**src/rtl/hex_display_mux.sv**
```systemverilog
// Two-digit multiplexed 7-segment driver: shows hex_val as two hex digits, alternating digits every CLK_FREQ/REFRESH_HZ cycles.
// Optional macro HEX_LEADING_ZERO_BLANK_EN darkens the left digit when the high nibble is zero.
module hex_display_mux #(
    parameter int CLK_FREQ   = 12_000_000,
    parameter int REFRESH_HZ = 1_000
) (
    input  logic       clk,
    input  logic       rst_n,
    input  logic [7:0] hex_val,
    output logic       digit_sel,
    output logic [6:0] seg_pins
);

    localparam int DIV = CLK_FREQ / REFRESH_HZ;
    localparam int CW  = (DIV < 2) ? 1 : $clog2(DIV);

    if (DIV < 2) begin : g_div_check
        $error("hex_display_mux: CLK_FREQ/REFRESH_HZ must be >= 2");
    end

    function automatic logic [6:0] decode(input logic [3:0] nib);
        logic [6:0] seg;
        case (nib)
            4'h0: seg = 7'h3F;
            4'h1: seg = 7'h06;
            4'h2: seg = 7'h5B;
            4'h3: seg = 7'h4F;
            4'h4: seg = 7'h66;
            4'h5: seg = 7'h6D;
            4'h6: seg = 7'h7D;
            4'h7: seg = 7'h07;
            4'h8: seg = 7'h7F;
            4'h9: seg = 7'h6F;
            4'hA: seg = 7'h77;
            4'hB: seg = 7'h7C;
            4'hC: seg = 7'h39;
            4'hD: seg = 7'h5E;
            4'hE: seg = 7'h79;
            4'hF: seg = 7'h71;
            default: seg = 7'h00;
        endcase
        return seg;
    endfunction

    logic [CW-1:0] cnt_q, cnt_d;
    logic          sel_q, sel_d;
    logic [6:0]    seg_q, seg_d;
    logic [3:0]    nibble;
    logic          tick;

    assign tick = (cnt_q == CW'(DIV - 1));

    // NOTE: every variable gets a default first so no path through this block can infer a latch.
    always_comb begin
        cnt_d  = cnt_q + 1'b1;
        sel_d  = sel_q;
        seg_d  = seg_q;
        nibble = 4'h0;
        if (tick) begin
            cnt_d  = '0;
            sel_d  = ~sel_q;
            // Select by the new digit_sel so the pin pair always matches.
            nibble = sel_d ? hex_val[7:4] : hex_val[3:0];
            seg_d  = decode(nibble);
`ifdef HEX_LEADING_ZERO_BLANK_EN
            if (sel_d && (hex_val[7:4] == 4'h0)) begin
                seg_d = 7'h00;
            end
`endif
        end
    end

    // NOTE: state registers use non-blocking assignments so all flops update together at the edge.
    always_ff @(posedge clk or negedge rst_n) begin
        if (!rst_n) begin
            cnt_q <= '0;
            sel_q <= 1'b0;
            seg_q <= 7'h00;
        end else begin
            cnt_q <= cnt_d;
            sel_q <= sel_d;
            seg_q <= seg_d;
        end
    end

    assign digit_sel = sel_q;
    assign seg_pins  = seg_q;

endmodule

```
**config.mk**
```make
export PLATFORM = sky130hd
export DESIGN_NAME = hex_display_mux
export DESIGN_NICKNAME = d
export VERILOG_FILES = /design/src/rtl/hex_display_mux.sv
export SDC_FILE = /design/constraint.sdc
export NUM_CORES = 1
export LEC_CHECK = 0
export CORE_MARGIN = 3
export CORE_UTILIZATION = 48
export DETAILED_ROUTE_END_ITERATION = 10
export GPL_TIMING_DRIVEN = 0
export PLACE_DENSITY = 0.85
export SYNTH_ARGS = -nofsm -noshare
export SYNTH_HDL_FRONTEND = slang
export SYNTH_SLANG_ARGS = --single-unit
```
**constraint.sdc**
```tcl
create_clock -name clk -period 1.9 [get_ports clk]
set_input_delay 0.38 -clock clk [delete_from_list [all_inputs] [get_ports clk]]
set_output_delay 0.38 -clock clk [all_outputs]
set_load 0.02 [all_outputs]
```
==> summary.md, run 1 <==
| Metric | Value |
|---|---|
| Run status | finished, final reports clean |
| Hold-critical path depth | 1 |
| Post-Syn Nets | 136 |
| Layout area overhead | 23.1% |
| Crit. End Element | flip-flop |
| Slew Limit Fails | 0 |
| GRT overflow | 0 |
| CTS tree | done |
| Hold-fix buffers at CTS | 0 |
| Min-delay src | cnt_q[0] |
| Total internal power | between 500 and 600 µW |
| Main combinational cell family by area after synthesis | multiplexers |
| Slew HR | 36.1% |
| Critical Path RT | 2.10 ns |
| Worst hold path type | flip-flop to flip-flop |
| Layout cells sized above 1 | 21.5% |
| IO buf count | 17 |
| Max_cap viols | 0 |
| Leakage power total | approximately 0.74 nW |
| Synth Instances | 118 |
| Cell variety after synth | 33 |
| Nets | 164 |
| YS warnings | 0 |
| Drt first-iter violations | 52 |
| Die H | about 59 µm |
| Core area | 2570 µm² |
| Post-synthesis cell area | about 1300 µm² |
| N_diodes | 0 |
| Seq pwr share | about three fifths |
| Max Clock Skew | 0.00168 ns |
| Setup TNS | 0 ns |
| Crit Reg-Reg Startpoint | digit_sel |
| Synth Flop Type | dfrtp_1 |
| Synth Area in Simple Gates | 15.2% |
| CP Launch Type | flip-flop |
| Final Setup Violations | 0 |
| Period utilization | slightly below 100% |
| Die Wd | 58.7 µm |
| Num CTS Buffers | 3 |
| IO Pins | 18 |
| Reg2Reg Depth | 7 |
| P_sw | roughly 180 µW |
| RR Endpoint | seg_pins[3] |
| Post-DP HPWL | just over 2 mm |
| Comb pwr share | 13.4% |
| Ys async rst share | between 90% and 100% |
| R2r setup slk | 0.01 ns |
| Sw Share | 23.3% |
| Fin. Hold Viols | 0 |
| Cell count after placement | around 170 |
| Worst-margin pin slew | between 0.9 and 1 ns |
| Pin count of the biggest net entering global routing | 23 |
| Die ar. | between 3000 and 4000 µm² |
| CTS Sinks | 22 |
| Routability Congestion | between 0.8 and 0.9 |
| Total stage count of the critical path | 7 |
| Residual DRC | 0 |
| Post-Synth Adder-Cell Area | around 7.5% |
| CTS max path bufs | 2 |
| Clock transition at path regs | 0.11 ns |
| Maximum clock frequency | about 0.53 GHz |
| Most used cell, CP | mux2i_1 |
| Slowest Stage Delay on Critical Path | about 0.4 ns |
| Starting density of the core | 51.9% |
| Root Buffer | clkbuf_4 |
| Vias/cell | approximately 5.8 |
| Detailed Route WL | 2.81 mm |
| # rows | 18 |
| VDD IR max | ~0.00050 V |
| Vias in the first global route | ~1000 |
| Fraction of synthesized area in multiplexers | 16.3% |
| Clock Latency Late Sink | about 0.3 ns |
| Crit path arrival time | 2.08 ns |
| Routed Antenna Nets | 0 |
| Number of synthesized register bits | 22 |
| Cell family with most CP delay | multiplexers |
| Drt first pass iters | 4 |
| Fin crit period | roughly 1.9 ns |
| Filler instances | roughly 210 |
| Unrepaired setup endpoints after global routing | yes |
| Initial antenna violation count | 0 |
| PwrDens | between 400 and 500 nW/µm² |
| Via count | 1010 |
| Clock Power Share | between 20% and 30% |
| Cell with the largest stage delay on the worst path | dfrtp_1 |
| Crit path max fanout | 6 |
| Final std cells w/o fill | about 170 |
| Synth Area in XOR/XNOR | under 10% |
| Cell Chain, Critical Path | buf_6 > mux2i_4 > buf_4 > ha_1 > mux2i_1 > mux2i_1 > mux2_2 |
| H-tree Lvls | 1 |
| GRT Overall Usage | between 15 and 20% |
| First-pass GRT wire length | 4.73 mm |
| Hold EP | cnt_q[0] |
| Avg Synthesized Cell Area | roughly 11 µm² |
| Synth Area in Compound Gates | around 6.0% |
| Number of buffer and inverter stages on the critical path | 2 |
| Part of the Yosys area used for sequential elements | 41.4% |
| Post-synth EDFFs | 0 |
| Crit Path Category | flip-flop to flip-flop |
| Routed len/inst | between 15 and 20 µm |
## layout make-up
| class | count | area (µm²) | area share [%] |
|---|---|---|---|
| plain buffers | 4 | 53.8 | 3.28 |
| multi-input cells | 84 | 729 | 44.5 |
| inverters | 8 | 30.0 | 1.83 |
| repair buffers | 23 | 215 | 13.1 |
| flip-flops and latches | 22 | 551 | 33.6 |
| clock buffers | 3 | 22.5 | 1.37 |
| well taps | 30 | 37.5 | 2.29 |
## cells in the mapped netlist (3+ instances only)
cell type	count	share of area, %
ha_1	8	7.5
nand3_1	3	1.1
nor2_1	11	3.1
xor2_1	4	2.6
mux2_2	7	5.9
inv_1	8	2.3
mux2i_1	7	5.3
nor3_1	3	1.1
dfrtp_1	22	41
a22oi_1	4	2.3
nand4_1	5	2.3
xnor2_1	8	5.3
mux2_4	3	3.4
## placed cells by master, fill, tap and decap left out
cell type / count
ha_1: 8
dfrtp_1: 22
nand3_2: 1
o31ai_1: 1
nor2_1: 11
mux2_4: 3
nand2_1: 2
o211ai_1: 1
inv_2: 2
xor2_1: 4
a311o_1: 1
nor3_1: 3
clkdlybuf4s50_1: 17
or4_1: 1
mux2_2: 7
nand4_1: 5
a31oi_1: 2
mux2i_4: 3
o21ai_0: 1
nor4b_2: 1
or3_1: 1
nand3_1: 3
nor2b_1: 1
clkbuf_4: 3
buf_12: 1
and4_1: 2
inv_1: 6
buf_4: 6
nor4_1: 2
buf_6: 3
and4b_2: 1
a211oi_1: 1
a22oi_1: 4
xnor2_1: 8
mux2i_1: 5
and2_1: 1
## cells by family (layout without fill, tap and decap cells)
group                      count (synthesis)  in the layout
buffers and inverters                     12             38
xor gates and xnor gates                  12             12
muxes                                     18             18
AOI/OAI and AO/OA                         11             11
and+or+nand+nor                           35             35
adders and majority gates                  8              8
DFF                                       22             22
## registers in the layout (all words and copies together) (netlist names)
name	flops
seg_pins	7
cnt_q	14
digit_sel	1
## stage by stage
stage | power [mW] | instance area, µm² | setup WS (ns) | hold slack, ns | util [%]
2_1_floorplan | 0.525 | 1340 | -0.00539 | 0.0844 | -
6_report | 0.774 | 1640 | 0.0142 | 0.497 | 63.8
4_1_cts | 0.773 | 1610 | 0.0298 | 0.492 | 62.8
3_5_place_dp | 0.567 | 1550 | -0.300 | 0.475 | 60.2
3_3_place_gp | 0.562 | 1550 | -0.190 | 0.467 | 60.2
5_1_grt | 0.811 | 1640 | -0.0547 | 0.511 | 63.8
## what timing repair did
item,4_1_cts,5_1_grt
endpoints found under the setup margin,6,6
setup buffers,3,3
gates resized for setup,3,3
pin swaps,0,1
gates cloned,0,0
## power groups by stage
stage | logic, mW | registers, mW | clock network (mW)
after floorplan | 0.0481 | 0.477 | 0
after global placement | 0.0851 | 0.477 | 0
after detailed placement | 0.0903 | 0.477 | 0
after CTS | 0.0978 | 0.468 | 0.207
after global routing | 0.113 | 0.468 | 0.230
final | 0.104 | 0.468 | 0.202
## how the worst max path moves through the flow
stage	start	end	slack (ns)
floorplan	digit_sel	seg_pins[2]	-0.005
global placement	hex_val[0]	seg_pins[6]	-0.19
detailed placement	hex_val[4]	seg_pins[6]	-0.30
CTS	digit_sel	seg_pins[6]	0.03
global route	digit_sel	seg_pins[3]	-0.05
finish	digit_sel	seg_pins[3]	0.01
## routing by layer
layer / vias up / GRT usage, % / share of wire [%]
met2: 22 / 32.5 / 54
met5: - / 0 / 0
met3: 2 / 3.51 / 3.8
met4: 0 / 5.18 / 0.36
li1: 478 / - / -
met1: 508 / 20.6 / 41
Note: power is estimated with default switching activity, not from simulation.
==> run 2: changes to the inputs <==
- CORE_UTILIZATION: 48 -> 56
- DONT_BUFFER_PORTS: unset -> 1
==> run 2 against run 1 <==
The flow now finishes with violations (negative setup slack). Critical path depth is 1 higher. Sequential share of layout area is 2.2 points higher. Global-route usage is 0.98 points higher. Sequential power hardly changed. Clock power is 76% higher. Hold slack worse by 0.0045 ns. First-iteration DRC count is 69% lower. Clock-buffer cell count stayed put. Register-to-register slack worse by 0.06 ns. Via count is 7.2% lower. Combinational power is 18% lower. Largest cell class unchanged.
==> summary.md, run 2 (synthesis gave the netlist of run 1 again) <==
| Metric | Value |
|---|---|
| Run status | finished, violations left |
| Failing checks | negative setup slack |
| Largest register FFs | 14 (unchanged) |
| Leading cell type in the layout, fill and taps excluded | dfrtp_1 |
| First-pass GRT wire length | 3.93 mm (-17%) |
| Post-route cell area | 1540 µm² (-6.0%) |
| Worst hold path type | flip-flop to flip-flop |
| Reg2Reg Depth | 8 (+1) |
| Nets | 148 (-9.8%) |
| Routed len/inst | 16.8 µm (+4.2%) |
| Cell with the largest stage delay on the worst path | dfrtp_2 |
| Num CTS Buffers | 3 (unchanged) |
| Final Setup Violations | 1 (+1) |
| Slew HR | 35.8% (-0.32 points) |
| Die ar. | 3000 µm² (-13%) |
| Initial antenna violation count | 0 (unchanged) |
| Leakage power total | 0.695 nW (-5.5%) |
| Crit path max fanout | 4 (-2) |
| Crit. End Element | flip-flop |
| Cell Chain, Critical Path | buf_8 > mux2i_4 > inv_1 > ha_2 > inv_1 > mux2i_1 > a22oi_1 > mux2_4 |
| Worst-margin pin slew | 0.960 ns (+0.00468 ns) |
| Hold-critical path depth | 1 (unchanged) |
| CP Launch Type | flip-flop |
| Top reg by flops | cnt_q |
| CTS tree | done |
| Clock Latency Late Sink | 0.31 ns (about the same) |
| Core area | 2230 µm² (-13%) |
| Cell count after placement | 146 (-12%) |
| Slowest Stage Delay on Critical Path | 0.48 ns (+0.09 ns) |
| Fin. Hold Viols | 0 (unchanged) |
| Dpl cell area | 1370 µm² (-11%) |
| Routed Antenna Nets | 0 (unchanged) |
| Clock transition at path regs | 0.13 ns (+0.02 ns) |
| GRT overflow | 0 (unchanged) |
| Root Buffer | clkbuf_4 |
| Period utilization | 102% (+3.0 points) |
| # rows | 17 (-1) |
| Worst setup margin | -0.0426 ns (-0.0568 ns) |
| VDD IR max | 0.000670 V (+35%) |
| Detailed Route WL | 2.64 mm (-6.0%) |
| H-tree Lvls | 1 (unchanged) |
| Max_cap viols | 0 (unchanged) |
| IO buf count | 0 (-17) |
| Via count | 937 (-7.2%) |
| Layout cells sized above 1 | 27.9% (+6.4 points) |
| Maximum clock frequency | 0.515 GHz (-2.9%) |
| Residual DRC | 0 (unchanged) |
| Layout area overhead | 15.8% |
| Final std cells w/o fill | 157 (-9.8%) |
| Power Total | 909 µW (+18%) |
| Fin crit period | 1.94 ns (+0.0568 ns) |
| Routability Congestion | 0.773 (-10%) |
| Unrepaired setup endpoints after global routing | yes |
| R2r setup slk | -0.04 ns (-0.06 ns) |
| Most frequent cells in the layout | dfrtp_1, nor2_1, xnor2_1, inv_1 |
| PwrDens | 590 nW/µm² (+25%) |
| Starting density of the core | 59.6% (+7.8 points) |
| N_diodes | 0 (unchanged) |
| IO Pins | 18 (unchanged) |
| Vias in the first global route | 878 (-16%) |
| Pin count of the biggest net entering global routing | 23 (unchanged) |
| Setup TNS | -0.0426 ns (-0.0426 ns) |
| Vias/cell | 5.97 (+2.8%) |
| Max Clock Skew | 0.0126 ns (+0.0109 ns) |
| CTS Sinks | 22 (unchanged) |
| Die Wd | 54.8 µm (-6.7%) |
| CTS max path bufs | 2 (unchanged) |
| Critical Path RT | 2.12 ns (+0.02 ns) |
| Most used cell, CP | inv_1 |
| Crit Path Category | flip-flop to flip-flop |
| Crit path arrival time | 2.16 ns (+0.08 ns) |
| Drt first pass iters | 4 (unchanged) |
| Slew Limit Fails | 0 (unchanged) |
| Post-DP HPWL | 1.77 mm (-13%) |
| Die H | 54.8 µm (-6.7%) |
| Place WS | -0.196 ns (+0.104 ns) |
| GRT Overall Usage | 18.6% (+0.98 points) |
| Filler instances | 158 (-25%) |
| Drt first-iter violations | 16 (-69%) |
-- run 2: worst paths after layout --
check                         endpoint  startpoint
min reg2reg                   cnt_q[0]    cnt_q[0]
max                        seg_pins[1]   digit_sel
min                           cnt_q[0]    cnt_q[0]
min in group asynchronous  seg_pins[1]       rst_n
max in group asynchronous    digit_sel       rst_n
max reg2reg                seg_pins[1]   digit_sel
-- run 2: where the power goes --
part / internal [mW] / switching [mW]
Combinational: 0.0382 / 0.0470
Sequential: 0.468 / 0
Clock: 0.213 / 0.143
Total: 0.720 / 0.190
-- run 2: worst max-delay path: cells and delay by family, from the launching register on --
family | cells | cell delay (ns)
DFF | 1 | 0.48
buffers and inverters | 3 | 0.35
adders and majority gates | 1 | 0.21
AOI/OAI and AO/OA | 1 | 0.12
muxes | 3 | 0.70
-- run 2: area by class of cell --
cell class                      count  area (µm²)  share of cell area (%)
Buffer                              4        57.6                    3.73
Clock buffer                        3        22.5                    1.46
Clock inverter                      1        30.0                    1.95
Inverter                            8        30.0                    1.95
Multi-Input combinational cell     84         747                    48.5
Sequential cell                    22         552                    35.8
Tap cell                           28        35.0                    2.27
Timing Repair Buffer                7        67.6                    4.38
-- run 2: repair_timing --
item / in CTS / in global routing
buffers inserted: 3 / 3
endpoints found under the setup margin: 7 / 5
pin swaps: 0 / 0
resized for setup: 5 / 7
hold buffers: 1 / 0
endpoints found under the hold margin: 22 / 0
-- run 2: metal layers --
layer	global-route usage (%)	part of all wire, %	up-vias
met5	0	0	-
met4	6.64	1.3	0
met3	6.27	4.4	4
met2	30.7	51	19
met1	22.4	43	471
li1	-	-	443
-- run 2: metrics by stage --
step	hold WS (ns)	utilization, %
3_5_place_dp	0.0851	61.5
6_report	0.492	69.0
2_1_floorplan	0.0844	-
5_1_grt	0.527	69.0
4_1_cts	0.495	66.5
3_3_place_gp	0.0851	61.5
==> run 3: changes to the inputs <==
- CAP_MARGIN: unset -> 20
- MAX_ROUTING_LAYER: unset -> met4
==> run 3 against run 2 <==
The run still ends with negative setup slack left. Clock skew barely moved. Sequential power barely moved. Combinational power rose by 4.3%. Register-to-register slack barely moved. Final area rose by 0.97%. Wire length rose by 0.34%. Clock-buffer cell count did not move. Critical path type unchanged.
==> summary.md, run 3 (synthesis gave the netlist of run 1 again) <==
| Metric | Value |
|---|---|
| Gr busiest metal | met2 |
| Crit path arrival time | 2.16 ns (about the same) |
| Via count | 944 (+0.75%) |
| Power Total | 913 µW (+0.39%) |
| PwrDens | 586 nW/µm² (-0.58%) |
| Multi-input gate area | 747 µm² (unchanged) |
| Nets | 149 (+0.68%) |
| Met3 Usage GRT | 6.27% (unchanged) |
| CTS tree | done |
| N_diodes | 0 (unchanged) |
| Die H | 54.8 µm (unchanged) |
| Routed Antenna Nets | 0 (unchanged) |
| Dpl cell area | 1370 µm² (unchanged) |
| Pin count of the biggest net entering global routing | 23 (unchanged) |
| M1 GR Usage | 22.4% (unchanged) |
| Residual DRC | 0 (unchanged) |
| Worst setup margin | -0.0429 ns (-0.000215 ns) |
| Die Wd | 54.8 µm (unchanged) |
| VDD IR max | 0.000670 V (unchanged) |
| Clock transition at path regs | 0.13 ns (about the same) |
| Layout area overhead | 16.9% |
| H-tree Lvls | 1 (unchanged) |
| Detailed Route WL | 2.65 mm (+0.34%) |
| GRT Overall Usage | 19.2% (+0.52 points) |
| Routability Congestion | 0.784 (+1.4%) |
| Post-DP HPWL | 1.77 mm (unchanged) |
| Maximum clock frequency | 0.515 GHz (about the same) |
| Drt first pass iters | 4 (unchanged) |
| Period utilization | 102% (about the same) |
| Met2 Resource Use GR | 30.7% (unchanged) |
| Layout cells sized above 1 | 28.5% (+0.55 points) |
| Leakage power total | 0.702 nW (+1.1%) |
| Max Clock Skew | 0.0127 ns (+0.0000735 ns) |
| Routed len/inst | 16.8 µm (-0.29%) |
| Number of buffer and inverter stages on the critical path | 3 (unchanged) |
| Top reg by flops | cnt_q |
| Slew HR | 70.3% (+34 points) |
| Filler instances | 156 (-1.3%) |
| Most frequent cells in the layout | dfrtp_1, nor2_1, xnor2_1, inv_1 |
| Crit Path Category | flip-flop to flip-flop |
| CP Launch Type | flip-flop |
| Crit Reg-Reg Startpoint | digit_sel |
| First-pass GRT wire length | 3.95 mm (+0.33%) |
| Run status | finished, violations left |
| Most used cell, CP | inv_1 |
| Drt first-iter violations | 16 (unchanged) |
| Slew Limit Fails | 0 (unchanged) |
| Fin crit period | 1.94 ns (+0.000215 ns) |
| Cell family with most CP delay | multiplexers |
| Worst hold path type | primary input to asynchronous set/reset pin |
| Place WS | -0.196 ns (unchanged) |
| # rows | 17 (unchanged) |
| IO buf count | 0 (unchanged) |
| Crit. End Element | flip-flop |
| Leading cell type in the layout, fill and taps excluded | dfrtp_1 |
| Root Buffer | clkbuf_4 |
| Num CTS Buffers | 3 (unchanged) |
| CTS Sinks | 22 (unchanged) |
| Vias in the first global route | 874 (-0.46%) |
| Initial antenna violation count | 0 (unchanged) |
| RR Endpoint | seg_pins[1] |
| CTS max path bufs | 2 (unchanged) |
| Post-route cell area | 1560 µm² (+0.97%) |
| Core area | 2230 µm² (unchanged) |
| Max_cap viols | 0 (unchanged) |
| Reg2Reg Depth | 8 (unchanged) |
| Fin. Hold Viols | 0 (unchanged) |
| Worst-margin pin slew | 0.437 ns (-0.523 ns) |
| GRT overflow | 0 (unchanged) |
| Clock Latency Late Sink | 0.31 ns (about the same) |
| Crit path max fanout | 4 (unchanged) |
| Starting density of the core | 59.6% (unchanged) |
| Vias/cell | 5.97 (+0.11%) |
| Setup TNS | -0.0429 ns (-0.000215 ns) |
| Die ar. | 3000 µm² (unchanged) |
| Cell Chain, Critical Path | buf_8 > mux2i_4 > inv_1 > ha_2 > inv_1 > mux2i_1 > a22oi_1 > mux2_4 |
| Slowest Stage Delay on Critical Path | 0.48 ns (about the same) |
| Largest register FFs | 14 (unchanged) |
| FF+latch area | 552 µm² (unchanged) |
| Cell with the largest stage delay on the worst path | dfrtp_2 |
| Unrepaired setup endpoints after global routing | yes |
| R2r setup slk | -0.04 ns (about the same) |
| IO Pins | 18 (unchanged) |
| Final Setup Violations | 1 (unchanged) |
| Critical Path RT | 2.12 ns (about the same) |
| Failing checks | negative setup slack |
-- run 3: changes by cell type in the layout (fill, tap and decap cells not counted), sizes merged --
cell,delta
buf,+1
-- run 3: cell type report --
cell class,count,area share (%)
timing repair buffer,8,5.31
sequential,22,35.5
tap,28,2.25
inverter,8,1.93
clock buffer,3,1.45
clock inverter,1,1.93
buffer,4,3.70
multi-input combinational,84,48.0
-- run 3: metal layers --
metal / vias to the layer above / wire length (µm)
met5: - / 0
met2: 21 / 1370
met1: 475 / 1120
li1: 444 / -
met4: 0 / 34
met3: 4 / 123
-- run 3: stage by stage --
stage	hold WS, ns	std cells	utilization, %
after floorplan	0.0844	118	-
after global placement	0.0851	146	61.5
after detailed placement	0.0851	146	61.5
after CTS	0.495	154	66.5
after global routing	0.276	158	69.7
final	0.300	158	69.7
-- run 3: how the worst max path moves through the flow --
stage | from | endpoint | slack, ns | cells past startpoint
finish | digit_sel | seg_pins[1] | -0.04 | 8
global route | digit_sel | seg_pins[3] | -0.05 | 7
CTS | digit_sel | seg_pins[6] | 0.004 | 7
detailed placement | digit_sel | seg_pins[6] | -0.20 | 7
global placement | digit_sel | seg_pins[6] | -0.15 | 7
floorplan | digit_sel | seg_pins[2] | -0.005 | 7
-- run 3: power breakdown --
part / leakage, nW / switching [mW] / total (mW) / internal, mW
logic: 0.383 / 0.0478 / 0.0889 / 0.0411
clock network: 0.0279 / 0.143 / 0.356 / 0.213
registers: 0.291 / 0 / 0.468 / 0.468
-- run 3: what timing repair did --
action / 4_1_cts / 5_1_grt
hold buffers: 1 / 0
setup endpoints to repair: 7 / 5
resized for setup: 5 / 7
buffers inserted: 3 / 3
endpoints found under the hold margin: 22 / 0
cloned: 0 / 0
